## src/rtl/frigate_sar_pkg.sv

```systemverilog
// Shared definitions for the frigate SAR ADC controller: FSM encoding, default sizes and clog2.
package frigate_sar_pkg;

  typedef enum logic [1:0] {
    StIdle   = 2'd0,
    StSample = 2'd1,
    StConv   = 2'd2
  } sar_state_e;

  localparam int unsigned DefWidth = 12;
  localparam int unsigned DefNch   = 8;
  localparam int unsigned DefChw   = 3;

  function automatic int unsigned clog2(input int unsigned v);
    int unsigned r;
    r = 0;
    while ((64'd1 << r) < 64'(v)) r++;
    return r;
  endfunction

endpackage

```

## src/rtl/frigate_sar_bit_engine.sv

```systemverilog
// Binary-search engine: one-hot trial bit walking MSB to LSB, kept-bit register, settle counter.
module frigate_sar_bit_engine
  import frigate_sar_pkg::*;
#(
  parameter int unsigned WIDTH      = DefWidth,
  parameter int unsigned SETTLE_CYC = 1
) (
  input  logic             clk_i,
  input  logic             rst_i,
  input  logic             go_i,
  input  logic             abort_i,
  input  logic             cmp_i,
  output logic [WIDTH-1:0] trial_o,
  output logic [WIDTH-1:0] code_o,
  output logic             done_o
);

  localparam int unsigned SetW = (clog2(SETTLE_CYC + 1) > 0) ? clog2(SETTLE_CYC + 1) : 1;

  logic [WIDTH-1:0] bit_q;
  logic [WIDTH-1:0] kept_q;
  logic [SetW-1:0]  settle_q;
  logic             active_q;
  logic             done_q;

  always_ff @(posedge clk_i or posedge rst_i) begin
    if (rst_i) begin
      bit_q    <= '0;
      kept_q   <= '0;
      settle_q <= '0;
      active_q <= 1'b0;
      done_q   <= 1'b0;
    end else begin
      done_q <= 1'b0;
      if (abort_i) begin
        active_q <= 1'b0;
        bit_q    <= '0;
      end else if (go_i) begin
        bit_q    <= {1'b1, {(WIDTH-1){1'b0}}};
        kept_q   <= '0;
        settle_q <= '0;
        active_q <= 1'b1;
      end else if (active_q) begin
        // Comparator is only trusted on the last cycle of each trial.
        if (settle_q == SetW'(SETTLE_CYC)) begin
          settle_q <= '0;
          if (cmp_i) kept_q <= kept_q | bit_q;
          if (bit_q[0]) begin
            active_q <= 1'b0;
            done_q   <= 1'b1;
            bit_q    <= '0;
          end else begin
            bit_q <= bit_q >> 1;
          end
        end else begin
          settle_q <= settle_q + SetW'(1);
        end
      end
    end
  end

  assign trial_o = active_q ? (kept_q | bit_q) : '0;
  assign code_o  = kept_q;
  assign done_o  = done_q;

endmodule

```

## src/rtl/frigate_sar_adc_ctrl.sv

```systemverilog
// SAR ADC controller: sample/convert sequencing, result valid/ready register, channel checks.
// Optional multi-channel scan when FRIGATE_SAR_SCAN_EN is defined.
module frigate_sar_adc_ctrl
  import frigate_sar_pkg::*;
#(
  parameter int unsigned WIDTH      = DefWidth,
  parameter int unsigned NCH        = DefNch,
  parameter int unsigned CHW        = DefChw,
  parameter int unsigned SAMPLE_CYC = 4,
  parameter int unsigned SETTLE_CYC = 1
) (
  input  logic             clk_i,
  input  logic             rst_i,
  input  logic             en_i,
  input  logic             start_i,
  input  logic [CHW-1:0]   ch_sel_i,
`ifdef FRIGATE_SAR_SCAN_EN
  input  logic [NCH-1:0]   scan_mask_i,
  input  logic             scan_go_i,
`endif
  output logic             busy_o,
  output logic             ch_err_o,
  output logic             data_valid_o,
  input  logic             data_ready_i,
  output logic [WIDTH-1:0] data_out_o,
  output logic [CHW-1:0]   data_ch_o,
  output logic             adc_en_o,
  output logic             adc_rst_o,
  output logic             adc_hold_o,
  output logic [CHW-1:0]   adc_b_o,
  output logic [WIDTH-1:0] adc_data_o,
  input  logic             adc_cmp_i
);

  localparam int unsigned SmpW = (clog2(SAMPLE_CYC) > 0) ? clog2(SAMPLE_CYC) : 1;

  sar_state_e       state_q;
  logic [SmpW-1:0]  smp_cnt_q;
  logic             ch_err_q, data_valid_q, adc_en_q, adc_rst_q, adc_hold_q;
  logic [WIDTH-1:0] data_out_q;
  logic [CHW-1:0]   data_ch_q, adc_b_q;

  logic             eng_go, eng_done;
  logic [WIDTH-1:0] eng_code;
  logic             ch_ok, res_free, scan_run, start_acc, scan_acc, ch_err_cond;
  logic [CHW-1:0]   acc_ch;

  assign ch_ok    = 32'(ch_sel_i) < NCH;
  assign res_free = !data_valid_q || data_ready_i;

`ifdef FRIGATE_SAR_SCAN_EN
  logic [NCH-1:0] scan_pend_q;
  logic [NCH-1:0] scan_onehot;
  logic [CHW-1:0] scan_ch;

  assign scan_run    = |scan_pend_q;
  assign scan_onehot = scan_pend_q & (~scan_pend_q + {{(NCH-1){1'b0}}, 1'b1});

  always_comb begin
    scan_ch = '0;
    for (int i = NCH - 1; i >= 0; i--) begin
      if (scan_pend_q[i]) scan_ch = CHW'(i);
    end
  end

  always_ff @(posedge clk_i or posedge rst_i) begin
    if (rst_i) begin
      scan_pend_q <= '0;
    end else if (!en_i) begin
      scan_pend_q <= '0;
    end else if (state_q == StIdle) begin
      if (scan_acc) scan_pend_q <= scan_pend_q & ~scan_onehot;
      else if (!scan_run && scan_go_i) scan_pend_q <= scan_mask_i;
    end
  end

  assign start_acc   = start_i && en_i && ch_ok && res_free && !scan_run && !scan_go_i;
  assign scan_acc    = scan_run && en_i && res_free;
  assign ch_err_cond = start_i && en_i && !ch_ok && !scan_run && !scan_go_i;
  assign acc_ch      = scan_run ? scan_ch : ch_sel_i;
`else
  assign scan_run    = 1'b0;
  assign start_acc   = start_i && en_i && ch_ok && res_free;
  assign scan_acc    = 1'b0;
  assign ch_err_cond = start_i && en_i && !ch_ok;
  assign acc_ch      = ch_sel_i;
`endif

  // The engine starts on the same edge that enters CONV, so the MSB trial lines up with HOLD rising.
  assign eng_go = (state_q == StSample) && en_i && (smp_cnt_q == SmpW'(SAMPLE_CYC - 1));

  always_ff @(posedge clk_i or posedge rst_i) begin
    if (rst_i) begin
      state_q      <= StIdle;
      smp_cnt_q    <= '0;
      ch_err_q     <= 1'b0;
      data_valid_q <= 1'b0;
      data_out_q   <= '0;
      data_ch_q    <= '0;
      adc_en_q     <= 1'b0;
      adc_rst_q    <= 1'b1;
      adc_hold_q   <= 1'b0;
      adc_b_q      <= '0;
    end else begin
      ch_err_q <= 1'b0;
      if (data_valid_q && data_ready_i) data_valid_q <= 1'b0;
      unique case (state_q)
        StIdle: begin
          if (start_acc || scan_acc) begin
            state_q   <= StSample;
            smp_cnt_q <= '0;
            adc_en_q  <= 1'b1;
            adc_rst_q <= 1'b0;
            adc_b_q   <= acc_ch;
          end else if (ch_err_cond) begin
            ch_err_q <= 1'b1;
          end
        end
        StSample: begin
          if (!en_i) begin
            state_q   <= StIdle;
            adc_en_q  <= 1'b0;
            adc_rst_q <= 1'b1;
          end else if (eng_go) begin
            state_q    <= StConv;
            adc_hold_q <= 1'b1;
          end else begin
            smp_cnt_q <= smp_cnt_q + SmpW'(1);
          end
        end
        StConv: begin
          if (!en_i || eng_done) begin
            state_q    <= StIdle;
            adc_en_q   <= 1'b0;
            adc_rst_q  <= 1'b1;
            adc_hold_q <= 1'b0;
          end
          if (en_i && eng_done) begin
            data_out_q   <= eng_code;
            data_ch_q    <= adc_b_q;
            data_valid_q <= 1'b1;
          end
        end
        default: state_q <= StIdle;
      endcase
    end
  end

  frigate_sar_bit_engine #(
    .WIDTH      (WIDTH),
    .SETTLE_CYC (SETTLE_CYC)
  ) u_bit_engine (
    .clk_i   (clk_i),
    .rst_i   (rst_i),
    .go_i    (eng_go),
    .abort_i (!en_i),
    .cmp_i   (adc_cmp_i),
    .trial_o (adc_data_o),
    .code_o  (eng_code),
    .done_o  (eng_done)
  );

  assign busy_o       = (state_q != StIdle);
  assign ch_err_o     = ch_err_q;
  assign data_valid_o = data_valid_q;
  assign data_out_o   = data_out_q;
  assign data_ch_o    = data_ch_q;
  assign adc_en_o     = adc_en_q;
  assign adc_rst_o    = adc_rst_q;
  assign adc_hold_o   = adc_hold_q;
  assign adc_b_o      = adc_b_q;

endmodule

```

## config.mk

```make
export PLATFORM = sky130hd
export DESIGN_NAME = frigate_sar_adc_ctrl
export DESIGN_NICKNAME = d
export VERILOG_FILES = /design/src/rtl/frigate_sar_pkg.sv /design/src/rtl/frigate_sar_bit_engine.sv /design/src/rtl/frigate_sar_adc_ctrl.sv
export SDC_FILE = /design/constraint.sdc
export NUM_CORES = 1
export LEC_CHECK = 0
export ABC_AREA = 1
export CAP_MARGIN = 20
export CORE_UTILIZATION = 46
export DETAILED_ROUTE_END_ITERATION = 10
export PLACE_DENSITY = 0.81
export SYNTH_ARGS = -nofsm -noshare
export SYNTH_HDL_FRONTEND = slang
export SYNTH_SLANG_ARGS = --single-unit
```

## constraint.sdc

```tcl
create_clock -name clk_i -period 1.5 [get_ports clk_i]
set_input_delay 0.3 -clock clk_i [delete_from_list [all_inputs] [get_ports clk_i]]
set_output_delay 0.3 -clock clk_i [all_outputs]
set_load 0.1 [all_outputs]
```

==> summary.md <==
| Metric | Value |
|---|---|
| Outcome | finished, violations left |
| Failing checks | setup timing |
| Worst clock skew | 0.00643 ns |
| Crit Path Category | register to output pin |
| Final period utilization | 105% |
| Setup crit end kind | output pin |
| Worst R2R Path Depth | 8 |
| Layout cells sized above 1 | 32.4% |
| CP Max Fanout | 5 |
| Syn Inst Count | approximately 270 |
| RSZ-0062 raised after global routing | true |
| Total GRT Usage | 23.2% |
| Initial antenna violation count | 0 |
| Grt total ovfl | 0 |
| Synth Net Count | 283 |
| Routed WL | ~6.7 mm |
| Initial Util | 48.4% |
| H-tree levels | 2 |
| Cell area after synthesis | between 0.002 and 0.0025 mm2 |
| Hold Path Class | input port to async pin |
| Vias per cell | 5.45 |
| Clk sinks | 53 |
| Fin util | between 70% and 80% |
| Pwr/cell area | between 1000 and 1500 mW/mm2 |
| Die height | between 70 and 80 um |
| Crit path time final | 1.58 ns |
| Max Transition Viols Final | 0 |
| Clock latency on the worst-skew pair | about 0.31 ns |
| Sequential area share after synthesis | 57.4% |
| # rows | 25 |
| Largest net degree at the start of global routing | 32 |
| CTS buffer count | 5 |
| Syn avg cell area | about 8.6 um2 |
| Max Root-Sink Buffers | 2 |
| Highest clock rate | between 0.6 and 0.7 GHz |
| Initial DRC count | between 150 and 200 |
| Endpoints failing setup | 16 |
| Clk slew on worst S/H paths | approximately 0.09 ns |
| Hold Vio Cnt, Final | 0 |
| Startpoint types | register |
| Clk Tree Root Cell | clkbuf_8 |
| Residual DRC | 0 |
| Critical path required time | 1.20 ns |
| Antenna Cells | 0 |
| CP arrival | approximately 1.3 ns |
| CTS tree | yes |
| Max_cap viols | 0 |
| Vias in the first global route | 2102 |
| Hpwl dp | between 4 and 5 mm |
| # IOs | 45 |
| Max rail drop VDD | ~0.0013 V |
| Pleak | ~0.0016 uW |
| Synth cell types | 19 |
| First-pass GRT wire length | about 9.3 mm |
| P&R area growth vs syn | 57.8% |
| Die area | around 0.0053 mm2 |
| Gp weighted congestion | between 0.8 and 0.9 |
| Vias | 2179 |
| Setup_tns | -0.778 ns |
| Hold-fix buffers at CTS | 0 |
| Synthesis Warnings | 0 |
| Synthesized flop and latch total | 53 |
| TritonRoute pass-1 iters | 7 |
| Die W | approximately 73 um |
| Layout Nets | 347 |
| Port bufs | 43 |
| Wire length per cell | about 17 um |
| DRT antenna net count | 0 |
| Core area | 0.00479 mm2 |
| Final worst slack | -0.0795 ns |
| Reg2reg setup slack | -0.03 ns |
| Fillcell total | between 200 and 300 |
-- worst max-delay path, stage by stage (launching register included) --
cell and delay [ns]:
dfrtp_1 0.41, inv_2 0.08, buf_6 0.15, a21oi_4 0.14, buf_12 0.19
-- final cells by class --
cell class	count	area, um2	share of cell area (%)
clock buffers	6	82.6	2.26
clock inverters	1	7.51	0.205
inverters	30	123	3.36
multi-input cells	175	993	27.2
flip-flops and latches	53	1330	36.4
well taps	67	83.8	2.29
repair buffers	68	1030	28.3
-- what timing repair did --
| action | CTS | global route |
|---|---|---|
| endpoints found under the setup margin | 13 | 46 |
| resized for setup | 6 | 23 |
| gates cloned | 0 | 1 |
| pin swaps | 9 | 5 |
| buffers inserted | 4 | 2 |
-- layout by cell type (no fill, tap or decap) --
| cell type | count |
|---|---|
| a21oi_1 | 24 |
| a21oi_2 | 4 |
| a21oi_4 | 1 |
| buf_12 | 38 |
| buf_4 | 18 |
| buf_6 | 3 |
| clkbuf_16 | 1 |
| clkbuf_8 | 6 |
| clkdlybuf4s50_1 | 8 |
| clkinvlp_4 | 3 |
| conb_1 | 1 |
| dfrtp_1 | 51 |
| dfrtp_2 | 1 |
| dfstp_2 | 1 |
| ha_1 | 2 |
| ha_2 | 2 |
| ha_4 | 1 |
| inv_1 | 23 |
| inv_2 | 4 |
| inv_4 | 1 |
| nand2_1 | 49 |
| nand2_2 | 4 |
| nand3_1 | 15 |
| nand3_2 | 2 |
| nand3b_1 | 2 |
| nand4_1 | 3 |
| nor2_1 | 18 |
| nor2_2 | 2 |
| nor2_4 | 13 |
| nor3_1 | 1 |
| nor3_2 | 2 |
| o21ai_0 | 27 |
| o21ai_1 | 1 |
| o21ai_2 | 1 |
-- metrics by stage --
step / cells / power [uW] / setup slack [ns] / cell area, um2 / hold WS [ns]
floorplan: 269 / 2880 / -0.159 / 2440 / 0.361
global route: 400 / 4690 / -0.121 / 3650 / 0.332
finish: 400 / 4530 / -0.0795 / 3650 / 0.314
global placement: 386 / 3470 / -0.0525 / 3400 / 0.470
CTS: 397 / 4400 / -0.0481 / 3540 / 0.317
detailed placement: 386 / 3520 / -0.158 / 3400 / 0.477
-- cell families (layout without fill, tap and decap cells) --
| family | Yosys count | count (layout) | synth area share, % |
|---|---|---|---|
| fa+ha+maj | 5 | 5 | 2.70 |
| flops | 53 | 53 | 57.4 |
| compound gates | 58 | 58 | 12.5 |
| simple gates | 111 | 111 | 19.8 |
| other cells | 1 | 1 | 0.162 |
| buf+inv | 41 | 105 | 7.40 |
-- cells in the mapped netlist (all sizes together) --
master | n | area [um2]
nand2 | 53 | 201
dfrtp | 52 | 1300
nor2 | 33 | 124
inv | 30 | 113
a21oi | 29 | 145
o21ai | 29 | 145
nand3 | 17 | 85.1
clkbuf | 6 | 22.5
buf | 5 | 36.3
ha | 5 | 62.6
nand4 | 3 | 18.8
nor3 | 3 | 15.0
nand3b | 2 | 15.0
conb | 1 | 3.75
dfstp | 1 | 26.3
-- routing by layer --
layer / track usage (%) / part of all wire (%)
met2: 40.3 / 51
met1: 27.8 / 38
met3: 5.66 / 7.7
met5: 0 / 0
met4: 8.93 / 2.8
-- worst paths after layout --
path,from,end
max reg2reg,state_q[0]$_DFFE_PP0P_,u_bit_engine.code_o[10]$_DFFE_PP0P_
min in group clk_i,adc_rst_o$_DFFE_PP1P_,adc_rst_o$_DFFE_PP1P_
max in group asynchronous,rst_i,data_valid_o$_DFF_PP0_
min reg2reg,adc_rst_o$_DFFE_PP1P_,adc_rst_o$_DFFE_PP1P_
max,u_bit_engine.active_q$_DFF_PP0_,adc_data_o[0]
min,rst_i,u_bit_engine.bit_q[10]$_DFFE_PP0P_
-- power breakdown --
part	total, uW	internal, uW	switching (uW)	leakage [uW]
Sequential	1710	1570	141	0.000718
Clock	836	366	470	0.0000433
Combinational	1990	706	1280	0.000817
Total	4530	2640	1890	0.00158
-- flip-flops by register name, summed over array words and instances (netlist names) --
register / count
adc_b_o: 3
adc_hold_o: 1
data_valid_o: 1
smp_cnt_q: 2
adc_rst_o: 1
u_bit_engine.done_o: 1
state_q: 2
u_bit_engine.bit_q: 12
u_bit_engine.code_o: 12
adc_en_o: 1
data_ch_o: 3
u_bit_engine.settle_q: 1
data_out_o: 12
u_bit_engine.active_q: 1
Note: power is estimated with default switching activity, not from simulation.
